## src/rtl/cmac_link_sequencer_if.sv

```systemverilog
// Control/status bundle between the AXI config block, the CMAC pins and the link sequencer.
interface cmac_link_sequencer_if;
  logic        enable;
  logic        restart;
  logic        stat_rx_aligned;
  logic        cmac_reset;
  logic        ctl_rx_enable;
  logic        ctl_tx_enable;
  logic        ctl_tx_send_rfi;
  logic        link_up;
  logic        fault;
  logic [3:0]  retry_count;
  logic [15:0] link_drops;
  logic [2:0]  seq_state;

  // Config block and CMAC status side: drives the controls, observes the sequencer.
  modport master (
    output enable, restart, stat_rx_aligned,
    input  cmac_reset, ctl_rx_enable, ctl_tx_enable, ctl_tx_send_rfi,
    input  link_up, fault, retry_count, link_drops, seq_state
  );

  // Sequencer side.
  modport slave (
    input  enable, restart, stat_rx_aligned,
    output cmac_reset, ctl_rx_enable, ctl_tx_enable, ctl_tx_send_rfi,
    output link_up, fault, retry_count, link_drops, seq_state
  );
endinterface

```

## src/rtl/cmac_link_sequencer.sv

```systemverilog
// CMAC port bring-up sequencer: reset pulse, wait for debounced RX alignment, enable TX,
// retry on alignment timeout and re-sequence on link loss.
module cmac_link_sequencer #(
  parameter int unsigned CLK_HZ              = 250000000,
  parameter int unsigned RESET_USECS         = 100,
  parameter int unsigned ALIGN_TIMEOUT_USECS = 10000,
  parameter int unsigned DEBOUNCE_CYCLES     = 1024,
  parameter int unsigned MAX_RETRIES         = 7
) (
  input logic                  clk,
  input logic                  reset,
  cmac_link_sequencer_if.slave bus
);

  localparam int unsigned     CycPerUs = CLK_HZ / 1000000;
  localparam logic [31:0]     ResetCyc = 32'(CycPerUs * RESET_USECS);
  localparam logic [31:0]     AlignCyc = 32'(CycPerUs * ALIGN_TIMEOUT_USECS);
  localparam int unsigned     DebW     = $clog2(DEBOUNCE_CYCLES + 1);
  localparam logic [DebW-1:0] DebDone  = DebW'(DEBOUNCE_CYCLES);
  localparam logic [3:0]      MaxRetry = 4'(MAX_RETRIES);

  typedef enum logic [2:0] {
    StIdle      = 3'd0,
    StReset     = 3'd1,
    StWaitAlign = 3'd2,
    StUp        = 3'd3,
    StFault     = 3'd4
  } state_e;

  state_e           state_q, state_d;
  logic [31:0]      timer_q, timer_d;
  logic [DebW-1:0]  deb_q, deb_d;
  logic [3:0]       retry_q, retry_d;
  logic [15:0]      link_drops_q, link_drops_d;
  logic [1:0]       sync_q;
  logic             aligned;

  logic cmac_reset_q, cmac_reset_d;
  logic rx_en_q, rx_en_d;
  logic tx_en_q, tx_en_d;
  logic rfi_q, rfi_d;
  logic link_up_q, link_up_d;
  logic fault_q, fault_d;

  // Two-flop synchronizer for the asynchronous CMAC aligned status.
  always_ff @(posedge clk) begin
    if (reset) begin
      sync_q <= 2'b00;
    end else begin
      sync_q <= {sync_q[0], bus.stat_rx_aligned};
    end
  end

  assign aligned = sync_q[1];

  // Next-state logic: enable=0 beats restart, which beats the normal state transitions.
  always_comb begin
    state_d      = state_q;
    timer_d      = (timer_q != 32'd0) ? timer_q - 32'd1 : timer_q;
    deb_d        = deb_q;
    retry_d      = retry_q;
    link_drops_d = link_drops_q;

    if (!bus.enable) begin
      state_d = StIdle;
      timer_d = 32'd0;
      deb_d   = '0;
      retry_d = 4'd0;
    end else if (bus.restart && (state_q != StIdle)) begin
      state_d = StReset;
      timer_d = ResetCyc;
      retry_d = 4'd0;
    end else begin
      unique case (state_q)
        StIdle: begin
          state_d = StReset;
          timer_d = ResetCyc;
        end
        StReset: begin
          if (timer_q == 32'd0) begin
            state_d = StWaitAlign;
            timer_d = AlignCyc;
            deb_d   = '0;
          end
        end
        StWaitAlign: begin
          // A completed debounce takes precedence over a timeout in the same cycle.
          if (deb_q == DebDone) begin
            state_d = StUp;
            retry_d = 4'd0;
          end else if (timer_q == 32'd0) begin
            if (retry_q == MaxRetry) begin
              state_d = StFault;
            end else begin
              state_d = StReset;
              timer_d = ResetCyc;
              retry_d = retry_q + 4'd1;
            end
          end else begin
            deb_d = aligned ? deb_q + DebW'(1) : '0;
          end
        end
        StUp: begin
          if (!aligned) begin
            state_d = StReset;
            timer_d = ResetCyc;
            if (link_drops_q != 16'hFFFF) begin
              link_drops_d = link_drops_q + 16'd1;
            end
          end
        end
        StFault: begin
          // Held here until enable drops or restart is strobed.
        end
        default: state_d = StIdle;
      endcase
    end
  end

  // Output decode of the next state, so the registered outputs track the state register.
  always_comb begin
    cmac_reset_d = 1'b1;
    rx_en_d      = 1'b0;
    tx_en_d      = 1'b0;
    rfi_d        = 1'b0;
    link_up_d    = 1'b0;
    fault_d      = 1'b0;
    unique case (state_d)
      StWaitAlign: begin
        cmac_reset_d = 1'b0;
        rx_en_d      = 1'b1;
        rfi_d        = 1'b1;
      end
      StUp: begin
        cmac_reset_d = 1'b0;
        rx_en_d      = 1'b1;
        tx_en_d      = 1'b1;
        link_up_d    = 1'b1;
      end
      StFault: fault_d = 1'b1;
      default: ;
    endcase
  end

  // State, counters and registered outputs.
  always_ff @(posedge clk) begin
    if (reset) begin
      state_q      <= StIdle;
      timer_q      <= 32'd0;
      deb_q        <= '0;
      retry_q      <= 4'd0;
      link_drops_q <= 16'd0;
      cmac_reset_q <= 1'b1;
      rx_en_q      <= 1'b0;
      tx_en_q      <= 1'b0;
      rfi_q        <= 1'b0;
      link_up_q    <= 1'b0;
      fault_q      <= 1'b0;
    end else begin
      state_q      <= state_d;
      timer_q      <= timer_d;
      deb_q        <= deb_d;
      retry_q      <= retry_d;
      link_drops_q <= link_drops_d;
      cmac_reset_q <= cmac_reset_d;
      rx_en_q      <= rx_en_d;
      tx_en_q      <= tx_en_d;
      rfi_q        <= rfi_d;
      link_up_q    <= link_up_d;
      fault_q      <= fault_d;
    end
  end

  assign bus.cmac_reset      = cmac_reset_q;
  assign bus.ctl_rx_enable   = rx_en_q;
  assign bus.ctl_tx_enable   = tx_en_q;
  assign bus.ctl_tx_send_rfi = rfi_q;
  assign bus.link_up         = link_up_q;
  assign bus.fault           = fault_q;
  assign bus.retry_count     = retry_q;
  assign bus.link_drops      = link_drops_q;
  assign bus.seq_state       = state_q;

endmodule

```

## src/flat_wrapper.sv

```systemverilog
// flat-port wrapper written by rule: the top's interface ports become plain ports
module cmac_link_sequencer_flat 
#(
  parameter int unsigned CLK_HZ              = 250000000,
  parameter int unsigned RESET_USECS         = 100,
  parameter int unsigned ALIGN_TIMEOUT_USECS = 10000,
  parameter int unsigned DEBOUNCE_CYCLES     = 1024,
  parameter int unsigned MAX_RETRIES         = 7
)
  (clk, reset, bus_enable, bus_restart, bus_stat_rx_aligned, bus_cmac_reset, bus_ctl_rx_enable, bus_ctl_tx_enable, bus_ctl_tx_send_rfi, bus_link_up, bus_fault, bus_retry_count, bus_link_drops, bus_seq_state);
  cmac_link_sequencer_if bus_i ();
  input logic clk;
  input logic reset;
  input wire logic [$bits(bus_i.enable)-1:0] bus_enable;
  input wire logic [$bits(bus_i.restart)-1:0] bus_restart;
  input wire logic [$bits(bus_i.stat_rx_aligned)-1:0] bus_stat_rx_aligned;
  output wire logic [$bits(bus_i.cmac_reset)-1:0] bus_cmac_reset;
  output wire logic [$bits(bus_i.ctl_rx_enable)-1:0] bus_ctl_rx_enable;
  output wire logic [$bits(bus_i.ctl_tx_enable)-1:0] bus_ctl_tx_enable;
  output wire logic [$bits(bus_i.ctl_tx_send_rfi)-1:0] bus_ctl_tx_send_rfi;
  output wire logic [$bits(bus_i.link_up)-1:0] bus_link_up;
  output wire logic [$bits(bus_i.fault)-1:0] bus_fault;
  output wire logic [$bits(bus_i.retry_count)-1:0] bus_retry_count;
  output wire logic [$bits(bus_i.link_drops)-1:0] bus_link_drops;
  output wire logic [$bits(bus_i.seq_state)-1:0] bus_seq_state;
  assign bus_i.enable = bus_enable;
  assign bus_i.restart = bus_restart;
  assign bus_i.stat_rx_aligned = bus_stat_rx_aligned;
  assign bus_cmac_reset = bus_i.cmac_reset;
  assign bus_ctl_rx_enable = bus_i.ctl_rx_enable;
  assign bus_ctl_tx_enable = bus_i.ctl_tx_enable;
  assign bus_ctl_tx_send_rfi = bus_i.ctl_tx_send_rfi;
  assign bus_link_up = bus_i.link_up;
  assign bus_fault = bus_i.fault;
  assign bus_retry_count = bus_i.retry_count;
  assign bus_link_drops = bus_i.link_drops;
  assign bus_seq_state = bus_i.seq_state;
  cmac_link_sequencer #(.CLK_HZ(CLK_HZ), .RESET_USECS(RESET_USECS), .ALIGN_TIMEOUT_USECS(ALIGN_TIMEOUT_USECS), .DEBOUNCE_CYCLES(DEBOUNCE_CYCLES), .MAX_RETRIES(MAX_RETRIES)) u_core (.clk(clk), .reset(reset), .bus(bus_i));
endmodule
```

## config.mk

```make
export PLATFORM = sky130hd
export DESIGN_NAME = cmac_link_sequencer_flat
export DESIGN_NICKNAME = d
export VERILOG_FILES = /design/src/rtl/cmac_link_sequencer_if.sv /design/src/rtl/cmac_link_sequencer.sv /design/src/flat_wrapper.sv
export SDC_FILE = /design/constraint.sdc
export NUM_CORES = 1
export LEC_CHECK = 0
export ABC_CLOCK_PERIOD_IN_PS = 7000
export BUFFER_PORTS_ARGS = -buffer_cell sky130_fd_sc_hd__buf_2
export CAP_MARGIN = 40
export CORE_MARGIN = 2
export CORE_UTILIZATION = 46
export CTS_CLUSTER_SIZE = 12
export DETAILED_ROUTE_END_ITERATION = 10
export PLACE_DENSITY = 0.6
export SLEW_MARGIN = 20
export SYNTH_ARGS = -nofsm -noshare
export SYNTH_HDL_FRONTEND = slang
export SYNTH_SLANG_ARGS = --single-unit
```

## constraint.sdc

```tcl
create_clock -name clk -period 7 [get_ports clk]
set_clock_uncertainty 0.2 [all_clocks]
set_input_delay 0.7 -clock clk [delete_from_list [all_inputs] [get_ports clk]]
set_output_delay 0.7 -clock clk [all_outputs]
set_load 0.01 [all_outputs]
```

==> results of run 1 <==
## logic make-up (layout without fill, tap and decap cells)
family / Yosys count / in the layout / share of synthesized area [%]
AO/OA/AOI/OAI: 82 / 82 / 14.16
adder cells (fa/ha/maj): 7 / 7 / 2.354
multiplexers: 2 / 2 / 0.5382
flip-flops: 73 / 73 / 39.29
buffers and inverters: 33 / 66 / 4.036
AND/OR/NAND/NOR: 213 / 213 / 30.44
XOR/XNOR: 39 / 39 / 9.182
## per-layer routing
layer	vias to the layer above	track usage (%)	wire [um]
li1	1691	-	-
met1	1496	27.51	4042
met2	78	32.50	3996
met3	7	3.852	367
met4	0	9.058	88
met5	-	0	0
## report_power, final
group	total [W]	internal (W)	switching, W
registers	0.000430	0.000422	0.00000882
logic	0.000131	0.0000517	0.0000794
clock network	0.000402	0.000246	0.000156
## placed cells by master, fill, tap and decap left out, drive strengths merged, types with 9 or more instances in the layout
master  instances
xnor2          17
clkbuf         11
buf            38
a21oi          29
o31ai           9
dfxtp          73
o21ai          18
xor2           22
nor3           12
nand2          25
or3            13
nand4          10
nor4           26
or4            12
nand3          23
inv            12
nor2           58
## registers in the layout (all words and copies together), names as in the netlist
signal,flops
u_core.bus.cmac_reset,1
u_core.bus.ctl_rx_enable,1
u_core.bus.ctl_tx_enable,1
u_core.bus.ctl_tx_send_rfi,1
u_core.bus.fault,1
u_core.bus.link_drops,16
u_core.bus.retry_count,4
u_core.bus.seq_state,3
u_core.deb_q,11
u_core.sync_q,2
u_core.timer_q,32
## path summary, 6_finish.rpt
kind | from | to | slack [ps]
min | u_core.sync_q[0] | u_core.sync_q[1] | 240
max reg2reg | u_core.timer_q[10] | u_core.timer_q[0] | 3610
min reg2reg | u_core.sync_q[0] | u_core.sync_q[1] | 240
max | u_core.timer_q[10] | u_core.timer_q[0] | 3610
## critical path: stages (launching register included)
cell and delay (ps):
dfxtp_1 340, or4_1 560, or4_1 550, or4_1 670
ha_1 370, o21ai_0 90, a2bb2oi_1 200, o31ai_1 100
o21a_1 210
## through the flow
| stage | hold WS [ps] | power, W | utilization, % |
|---|---|---|---|
| floorplan | 213.8 | 0.0005443 | - |
| CTS | 248.8 | 0.0009720 | 53.88 |
| detailed placement | 231.3 | 0.0005697 | 50.74 |
| finish | 241.9 | 0.0009635 | 53.88 |
| global route | 263.1 | 0.001012 | 53.88 |
| global placement | 223.9 | 0.0005681 | 50.60 |
## area by class of cell
class | count | share of cell area [%]
inverters | 12 | 1.076
well taps | 102 | 3.049
clock buffers | 11 | 3.378
flip-flops and latches | 73 | 34.92
repair buffers | 38 | 4.753
clock inverters | 5 | 2.451
multi-input cells | 343 | 50.37
==> flow_summary_export.csv, run 1 <==
group,metric,value,unit
flow_run,cap_violations,0,
placed_design,place.gp.congestion,0.8527,
timing,relSlewSlack,48.59,%
die,dieArea,8822,um2
timing,finalCritPeriodShare,48.50,%
clock_tree,post_cts.repair.setup_buffers,0,
yosys,syn_inst,449,
die,die_h,93.93,um
clock_tree,clk_pin_slew,80,ps
power_and_ir_drop,power_density,230.2,nW/um2
routing,viasPerCell,5.603,
run_status,status,"finished, final reports clean",
finish,multiInputGateArea,2108,um2
die,initial_core_util,47.89,%
yosys,synth.avg_cell_area,8.285,um2
placed_design,post-place-cells,568,
timing,timing.fmax,0.2946,GHz
clock_tree,clock_sinks,73,
min_path,min_path_type,"reg2reg",
critical_path,r2r_cells,8,
timing,layout_setup_ws,3605,ps
routing,drc,0,
routing,drtIter0Drc,129,
global_routing,grt_pass1_vias,3113,
yosys,synth_warnings,0,
routing,wire_per_inst,14.54,um
global_routing,gr-total-overflow,0,
global_routing,grt_max_degree,22,
finish,final_cell_area,4185,um2
die,core_area,7767,um2
routing,drt_wl_total,8494,um
yosys,ys_types,52,
finish,layout-drive-gt1-share,13.07,%
placed_design,port_buffers,33,
finish,n_fill_cell,766,
clock_tree,clk_path_buf_depth,2,
yosys,synthesis.nets,461,
routing,drtAntennaViolNets,0,
timing,post-route-min-period,3395,ps
timing,drv_slew,0,
finish,register_area,1461,um2
yosys,synth-seq-area-share,39.29,%
critical_path,critPathRequiredTime,7040,ps
power_and_ir_drop,ir_drop,102.7,uV
placed_design,hpwlAfterDp,6057,um
clock_tree,numCtsBuffers,9,
critical_path,cp.arrival,3440,ps
clock_tree,clock_latency,340,ps
clock_tree,cts_resized,0,
routing,dr.pass1.iters,5,
min_path,worstHoldPathCells,1,
timing,setup_viol,0,
yosys,yosysTopAreaCell,"dfxtp_1",
routing,num_vias,3272,
finish,syn2layout_area_growth,12.51,%
clock_tree,cts_tree,"yes",
placed_design,dp_slack,3647,ps
yosys,syn_area,3720,um2
clock_tree,htree_num_levels,3,
yosys,yosysMostFrequentCell,"dfxtp_1",
die,rows,32,
yosys,synth_async_sr_flop_share,0,%
finish,num_antenna_cells,0,
global_routing,antenna_found_initial,0,
timing,finalHoldViolations,0,
yosys,ys_top_cells_by_count,"dfxtp_1, nor2_1, a21oi_1, nand2_1, nor4_1",
global_routing,grt_pass1_wl,14590,um
clock_tree,postCtsHoldBufs,0,
yosys,synth_flop_cell,"dfxtp_1",
power_and_ir_drop,power_leakage,1.625,nW
die,die_w,93.93,um
critical_path,cp-end-kind,"register",
timing,rsz0062_at_grt,"no",
yosys,synth_seq_cells,73,
die,ioPinCount,34,
placed_design,place_area,3941,um2
yosys,synth_edf_count,0,
critical_path,startpoint_type,"register",
critical_path,cp_max_fo,5,
timing,tightest_slew,767.0,ps
yosys,netlist.area_leader.share,39.29,%
finish,nets,489,
global_routing,grt_usage,20.64,%
yosys,ys_top_cells_by_area,"dfxtp_1, nor2_1, xor2_1",
critical_path,path_class,"reg2reg",
clock_tree,root_buffer,"clkbuf_8",
finish,instances_no_fill,584,
timing,tns,0,ps
Power figures use the tool's default switching activity.
==> inputs of run 2 (changes only) <==
Settings changed: ABC_CLOCK_PERIOD_IN_PS 7000 to 3000, PLACE_DENSITY 0.6 to 0.63.
Clock period 7 ns to 3 ns, I/O delays scaled along.
==> run 2 against run 1 <==
Effect of this change:
- largest cell class unchanged
- combinational power grew to 2.9 times the previous value
- count of clock-buffer cells in the layout is 3 higher
- routed wire length is 4.1% higher
- sequential share of layout area is 2.2 points lower
- cell count is 5.1% higher
- clock power is 120% higher
- cell area is 6.9% higher
- die area stayed put
==> flow_summary_export.csv, run 2 (same netlist as run 1, synthesis figures left out) <==
group,metric,value,unit
clock_tree,cts_tree,"yes",
finish,nets,519,
critical_path,worstReg2RegEnd,"u_core.timer_q[0]",
placed_design,place.gp.congestion,0.8559,
clock_tree,htree_num_levels,3,
clock_tree,clk_path_buf_depth,2,
timing,relSlewSlack,61.94,%
critical_path,path_buf_inv,0,
clock_tree,numCtsBuffers,9,
clock_tree,clk_pin_slew,80,ps
critical_path,crit_path_frequent_cell,"or4_4",
min_path,min_from,"bus_enable",
finish,n_fill_cell,741,
power_and_ir_drop,power_leakage,1.781,nW
routing,num_vias,3438,
finish,fin_util,57.59,%
global_routing,antenna_found_initial,0,
finish,num_antenna_cells,0,
critical_path,cp_cell_sequence,"or4_4 -> or4_4 -> or4_4 -> ha_4 -> o21ai_2 -> a2bb2oi_2 -> o31ai_1 -> o21a_1",
timing,tightest_slew,565.7,ps
routing,wire_per_inst,14.40,um
timing,drv_slew,0,
routing,wl_met2,3976,um
placed_design,port_buffers,33,
finish,syn2layout_area_growth,20.25,%
finish,largest_register_ffs,32,
finish,layout_commonest_cell,"dfxtp_1",
die,rows,32,
critical_path,cp-end-kind,"register",
routing,routed-wl-met3,258,um
run_status,status,"finished, final reports clean",
finish,regMostFlops,"u_core.timer_q",
finish,instances_no_fill,614,
min_path,hold_path_end,"u_core.bus.ctl_tx_send_rfi",
timing,setup_viol,0,
routing,viasPerCell,5.599,
critical_path,r2r-start,"u_core.timer_q[27]",
die,die_w,93.93,um
die,die_h,93.93,um
clock_tree,clock_sinks,73,
routing,drtAntennaViolNets,0,
placed_design,post-place-cells,595,
critical_path,cp.arrival,2990,ps
finish,register_area,1463,um2
critical_path,crit_path_max_incr_delay,580,ps
timing,post-route-min-period,2953,ps
die,initial_core_util,47.89,%
routing,dr.pass1.iters,4,
min_path,min_path_type,"in2reg",
critical_path,critPathRequiredTime,3040,ps
critical_path,critPathSlowestCell,"or4_4",
die,dieArea,8822,um2
global_routing,grt_pass1_vias,3209,
die,ioPinCount,34,
global_routing,grt_pass1_wl,15260,um
placed_design,dp_slack,-237.3,ps
min_path,worstHoldPathCells,3,
finish,layout.cells.most_common_list,"dfxtp_1, nor2_1, buf_2",
global_routing,grt_usage,21.55,%
timing,finalHoldViolations,0,
routing,top_layer,"met4",
timing,layout_setup_ws,46.64,ps
timing,finalCritPeriodShare,98.45,%
routing,drc,0,
global_routing,grt_max_degree,21,
power_and_ir_drop,ir_drop,315.8,uV
critical_path,cp_max_fo,3,
critical_path,r2r_cells,8,
die,core_area,7767,um2
critical_path,path_class,"reg2reg",
power_and_ir_drop,power_density,503.8,nW/um2
clock_tree,clock_latency,340,ps
clock_tree,root_buffer,"clkbuf_8",
routing,drtIter0Drc,128,
critical_path,critical_path.top_delay_family,"simple AND/OR/NAND/NOR gates",
placed_design,hpwlAfterDp,6338,um
power_and_ir_drop,p_total,0.002253,W
critical_path,startpoint_type,"register",
finish,multiInputGateArea,2167,um2
global_routing,gr-total-overflow,0,
routing,drt_wl_total,8839,um
routing,met1Wirelength,4514,um
timing,timing.fmax,0.3386,GHz
critical_path,r2r_slack,50,ps
flow_run,cap_violations,0,
timing,rsz0062_at_grt,"yes",
finish,layout-drive-gt1-share,19.92,%
[run 2: cell types whose count changed in the layout (fill, tap and decap cells not counted), moves of 2 or more]
| cell | delta |
|---|---|
| buf_4 | +26 |
| buf_6 | +2 |
| clkbuf_1 | +2 |
| or4_1 | -4 |
| or4_4 | +4 |
[run 2: layout make-up]
type,instances,share of cell area (%)
Inverter,12,1.007
Tap cell,102,2.853
Sequential cell,73,32.70
Timing Repair Buffer,68,10.01
Multi-Input combinational cell,343,48.45
Clock inverter,2,1.343
Clock buffer,14,3.636
[run 2: timing repair]
item,in CTS,in global routing
setup buffers,1,0
gates resized for setup,7,8
endpoints found under the setup margin,8,12
cloned,0,1
endpoints found under the hold margin,1,0
pin swaps,4,6
hold buffers,1,0
[run 2: metal layers]
metal  vias to the layer above  track usage [%]
li1                       1749                -
met1                      1633            31.05
met2                        49            33.04
met3                         7            3.050
met4                         0            7.246
met5                         -                0
[run 2: worst max-delay path by stage]
| stage | from | end | slack [ps] | cells past startpoint |
|---|---|---|---|---|
| 2_1_floorplan | u_core.timer_q[26] | u_core.timer_q[0] | -110 | 10 |
| 3_3_place_gp | u_core.timer_q[10] | u_core.bus.ctl_tx_enable | -200 | 9 |
| 3_5_place_dp | u_core.timer_q[10] | u_core.timer_q[0] | -240 | 8 |
| 4_1_cts | u_core.timer_q[27] | u_core.timer_q[0] | 10 | 8 |
| 5_1_grt | u_core.timer_q[27] | u_core.bus.ctl_tx_enable | -60 | 9 |
| 6_report | u_core.timer_q[27] | u_core.timer_q[0] | 50 | 8 |
[run 2: through the flow]
step	setup TNS (ps)	instance area, um2	hold slack (ps)
3_3_place_gp	-796.5	4173	219.5
5_1_grt	-98.16	4473	89.35
2_1_floorplan	-106.9	3734	213.8
4_1_cts	0	4436	59.63
6_report	0	4473	64.01
3_5_place_dp	-869.2	4173	246.7
[run 2: report_power, final]
group / leakage [nW] / switching (W) / internal [W] / total (W)
Clock: 0.111 / 0.000354 / 0.000516 / 0.000870
Sequential: 0.591 / 0.0000165 / 0.000984 / 0.00100
Combinational: 1.08 / 0.000211 / 0.000172 / 0.000383
Total: 1.78 / 0.000581 / 0.00167 / 0.00225
[run 2: worst reg2reg max path, cell delays in order, from the launching register on]
cell,delay (ps)
dfxtp_2,320
or4_4,530
or4_4,450
or4_4,580
ha_4,310
o21ai_2,50
a2bb2oi_2,140
o31ai_1,80
o21a_1,170
==> inputs of run 3 (changes only) <==
Settings changed: BUFFER_PORTS_ARGS -buffer_cell sky130_fd_sc_hd__buf_2 to -buffer_cell sky130_fd_sc_hd__buf_4.
==> run 3 against run 2 <==
Effect of this change:
- via count is 0.38% lower
- worst hold slack worse by 25 ps
- first-iteration DRC count is 28% lower
- largest power group unchanged
- combinational power is 3% higher
- maximum frequency is 1.4% lower
- critical endpoint unchanged
==> flow_summary_export.csv, run 3 (same netlist as run 1, synthesis figures left out) <==
group,metric,value,unit
finish,largest_register_ffs,32,
critical_path,cp_max_fo,3,
finish,layout.cells.most_common_list,"dfxtp_1, buf_4, nor2_1",
clock_tree,root_buffer,"clkbuf_8",
min_path,min_path_type,"in2reg",
die,die_h,93.93,um
power_and_ir_drop,power_leakage,1.776,nW
routing,drc,0,
clock_tree,numCtsBuffers,9,
global_routing,grt_pass1_vias,3178,
die,die_w,93.93,um
timing,timing.fmax,0.3338,GHz
critical_path,path_buf_inv,0,
routing,viasPerCell,5.560,
timing,post-route-min-period,2995,ps
global_routing,grt_usage,22.09,%
clock_tree,cts_tree,"yes",
timing,relSlewSlack,62.92,%
routing,wire_per_inst,14.67,um
timing,layout_setup_ws,4.522,ps
power_and_ir_drop,ir_drop,283.5,uV
clock_tree,clk_path_buf_depth,2,
timing,finalCritPeriodShare,99.85,%
finish,num_antenna_cells,0,
routing,drtAntennaViolNets,0,
critical_path,crit_path_max_incr_delay,580,ps
critical_path,critPathRequiredTime,3060,ps
clock_tree,clock_latency,370,ps
critical_path,path_class,"reg2reg",
global_routing,grt_max_degree,21,
placed_design,hpwlAfterDp,6442,um
critical_path,crit_path_frequent_cell,"or4_4",
routing,drtIter0Drc,92,
finish,regMostFlops,"u_core.timer_q",
finish,layout-drive-gt1-share,21.21,%
timing,rsz0062_at_grt,"yes",
timing,tightest_slew,551.1,ps
critical_path,startpoint_type,"register",
clock_tree,htree_num_levels,3,
power_and_ir_drop,power_density,466.6,nW/um2
critical_path,cp-startpoint,"u_core.timer_q[10]",
finish,nets,521,
run_status,status,"finished, final reports clean",
global_routing,gr-total-overflow,0,
min_path,worstHoldPathCells,3,
die,initial_core_util,47.89,%
timing,setup_viol,0,
routing,num_vias,3425,
die,rows,32,
timing,finalHoldViolations,0,
finish,layout_commonest_cell,"dfxtp_1",
critical_path,r2r-start,"u_core.timer_q[10]",
timing,tns,0,ps
die,core_area,7767,um2
global_routing,antenna_found_initial,0,
routing,dr.pass1.iters,4,
critical_path,cp.arrival,3060,ps
critical_path,critical_path.top_delay_family,"simple AND/OR/NAND/NOR gates",
critical_path,cp_cell_sequence,"or4_4 -> or4_4 -> or4_4 -> ha_4 -> o21ai_2 -> a2bb2oi_2 -> o31ai_1 -> o21a_1",
critical_path,r2r_cells,8,
flow_run,cap_violations,0,
clock_tree,clock_sinks,73,
die,dieArea,8822,um2
placed_design,port_buffers,33,
min_path,min_from,"bus_enable",
placed_design,place.gp.congestion,0.8459,
finish,syn2layout_area_growth,22.07,%
critical_path,critPathSlowestCell,"or4_4",
placed_design,dp_slack,-259.8,ps
clock_tree,clk_pin_slew,80,ps
global_routing,grt_pass1_wl,15350,um
routing,drt_wl_total,9039,um
critical_path,cp_num_cells,8,
timing,drv_slew,0,
critical_path,cp-end-kind,"register",
die,ioPinCount,34,
[run 3: cell count changes in the layout (fill, tap and decap cells not counted)]
cell        previous run  this run
clkbuf_1               3         0
dfxtp_1               72        71
clkinvlp_4             0         2
a21oi_2                1         2
clkinv_2               0         3
dfxtp_2                1         2
buf_6                  2         3
a21oi_1               28        27
buf_4                 30        65
buf_2                 34         0
bufinv_16              2         0
[run 3: worst reg2reg max path: cells and delay by family (launching register included)]
kind | cells | cell delay [ps]
simple gates | 3 | 1570
compound gates | 4 | 500
flops | 1 | 320
fa+ha+maj | 1 | 310
[run 3: path summary, 6_finish.rpt]
check / endpoint / slack (ps)
setup / recovery: u_core.timer_q[0] / 5
hold / removal: u_core.bus.ctl_tx_send_rfi / 40
setup reg to reg: u_core.timer_q[0] / 5
hold reg to reg: u_core.sync_q[1] / 260
[run 3: repair_timing]
action                                 in CTS  in global routing
setup buffers                               0                  3
setup endpoints to repair                   5                 13
resized for setup                           7                 10
endpoints found under the hold margin       1                  0
hold buffers                                1                  0
pin swaps                                   3                  5
cloned                                      0                  0
[run 3: layer usage]
metal | wire, um | share of wire, % | track usage [%] | up-vias
met5 | 0 | 0 | 0 | -
met2 | 4067 | 45 | 34.29 | 61
met4 | 156 | 1.7 | 8.816 | 0
met1 | 4407 | 49 | 29.64 | 1609
li1 | - | - | - | 1741
met3 | 409 | 4.5 | 5.136 | 14
[run 3: report_power, final]
| part | switching, W | internal, W |
|---|---|---|
| Combinational | 0.000216 | 0.000180 |
| Clock | 0.000384 | 0.000341 |
| Sequential | 0.0000137 | 0.000984 |
| Total | 0.000614 | 0.00150 |
[run 3: layout make-up]
| class | count | area, um2 |
|---|---|---|
| Clock buffer | 11 | 151.4 |
| Inverter | 12 | 45.04 |
| Sequential cell | 73 | 1464 |
| Fill cell | 725 | 3227 |
| Multi-Input combinational cell | 343 | 2171 |
| Clock inverter | 5 | 30.03 |
| Timing Repair Buffer | 70 | 551.8 |
| Tap cell | 102 | 127.6 |
[run 3: stage by stage]
step / cells / hold WS, ps / area [um2] / utilization (%) / total power (W)
final: 616 / 38.69 / 4541 / 58.46 / 0.002119
after global routing: 616 / 35.50 / 4541 / 58.46 / 0.002222
after CTS: 613 / 34.33 / 4477 / 57.64 / 0.002118
after detailed placement: 596 / 224.7 / 4263 / 54.88 / 0.001388
after global placement: 596 / 220.1 / 4263 / 54.88 / 0.001380
after floorplan: 449 / 213.8 / 3734 / - / 0.001274
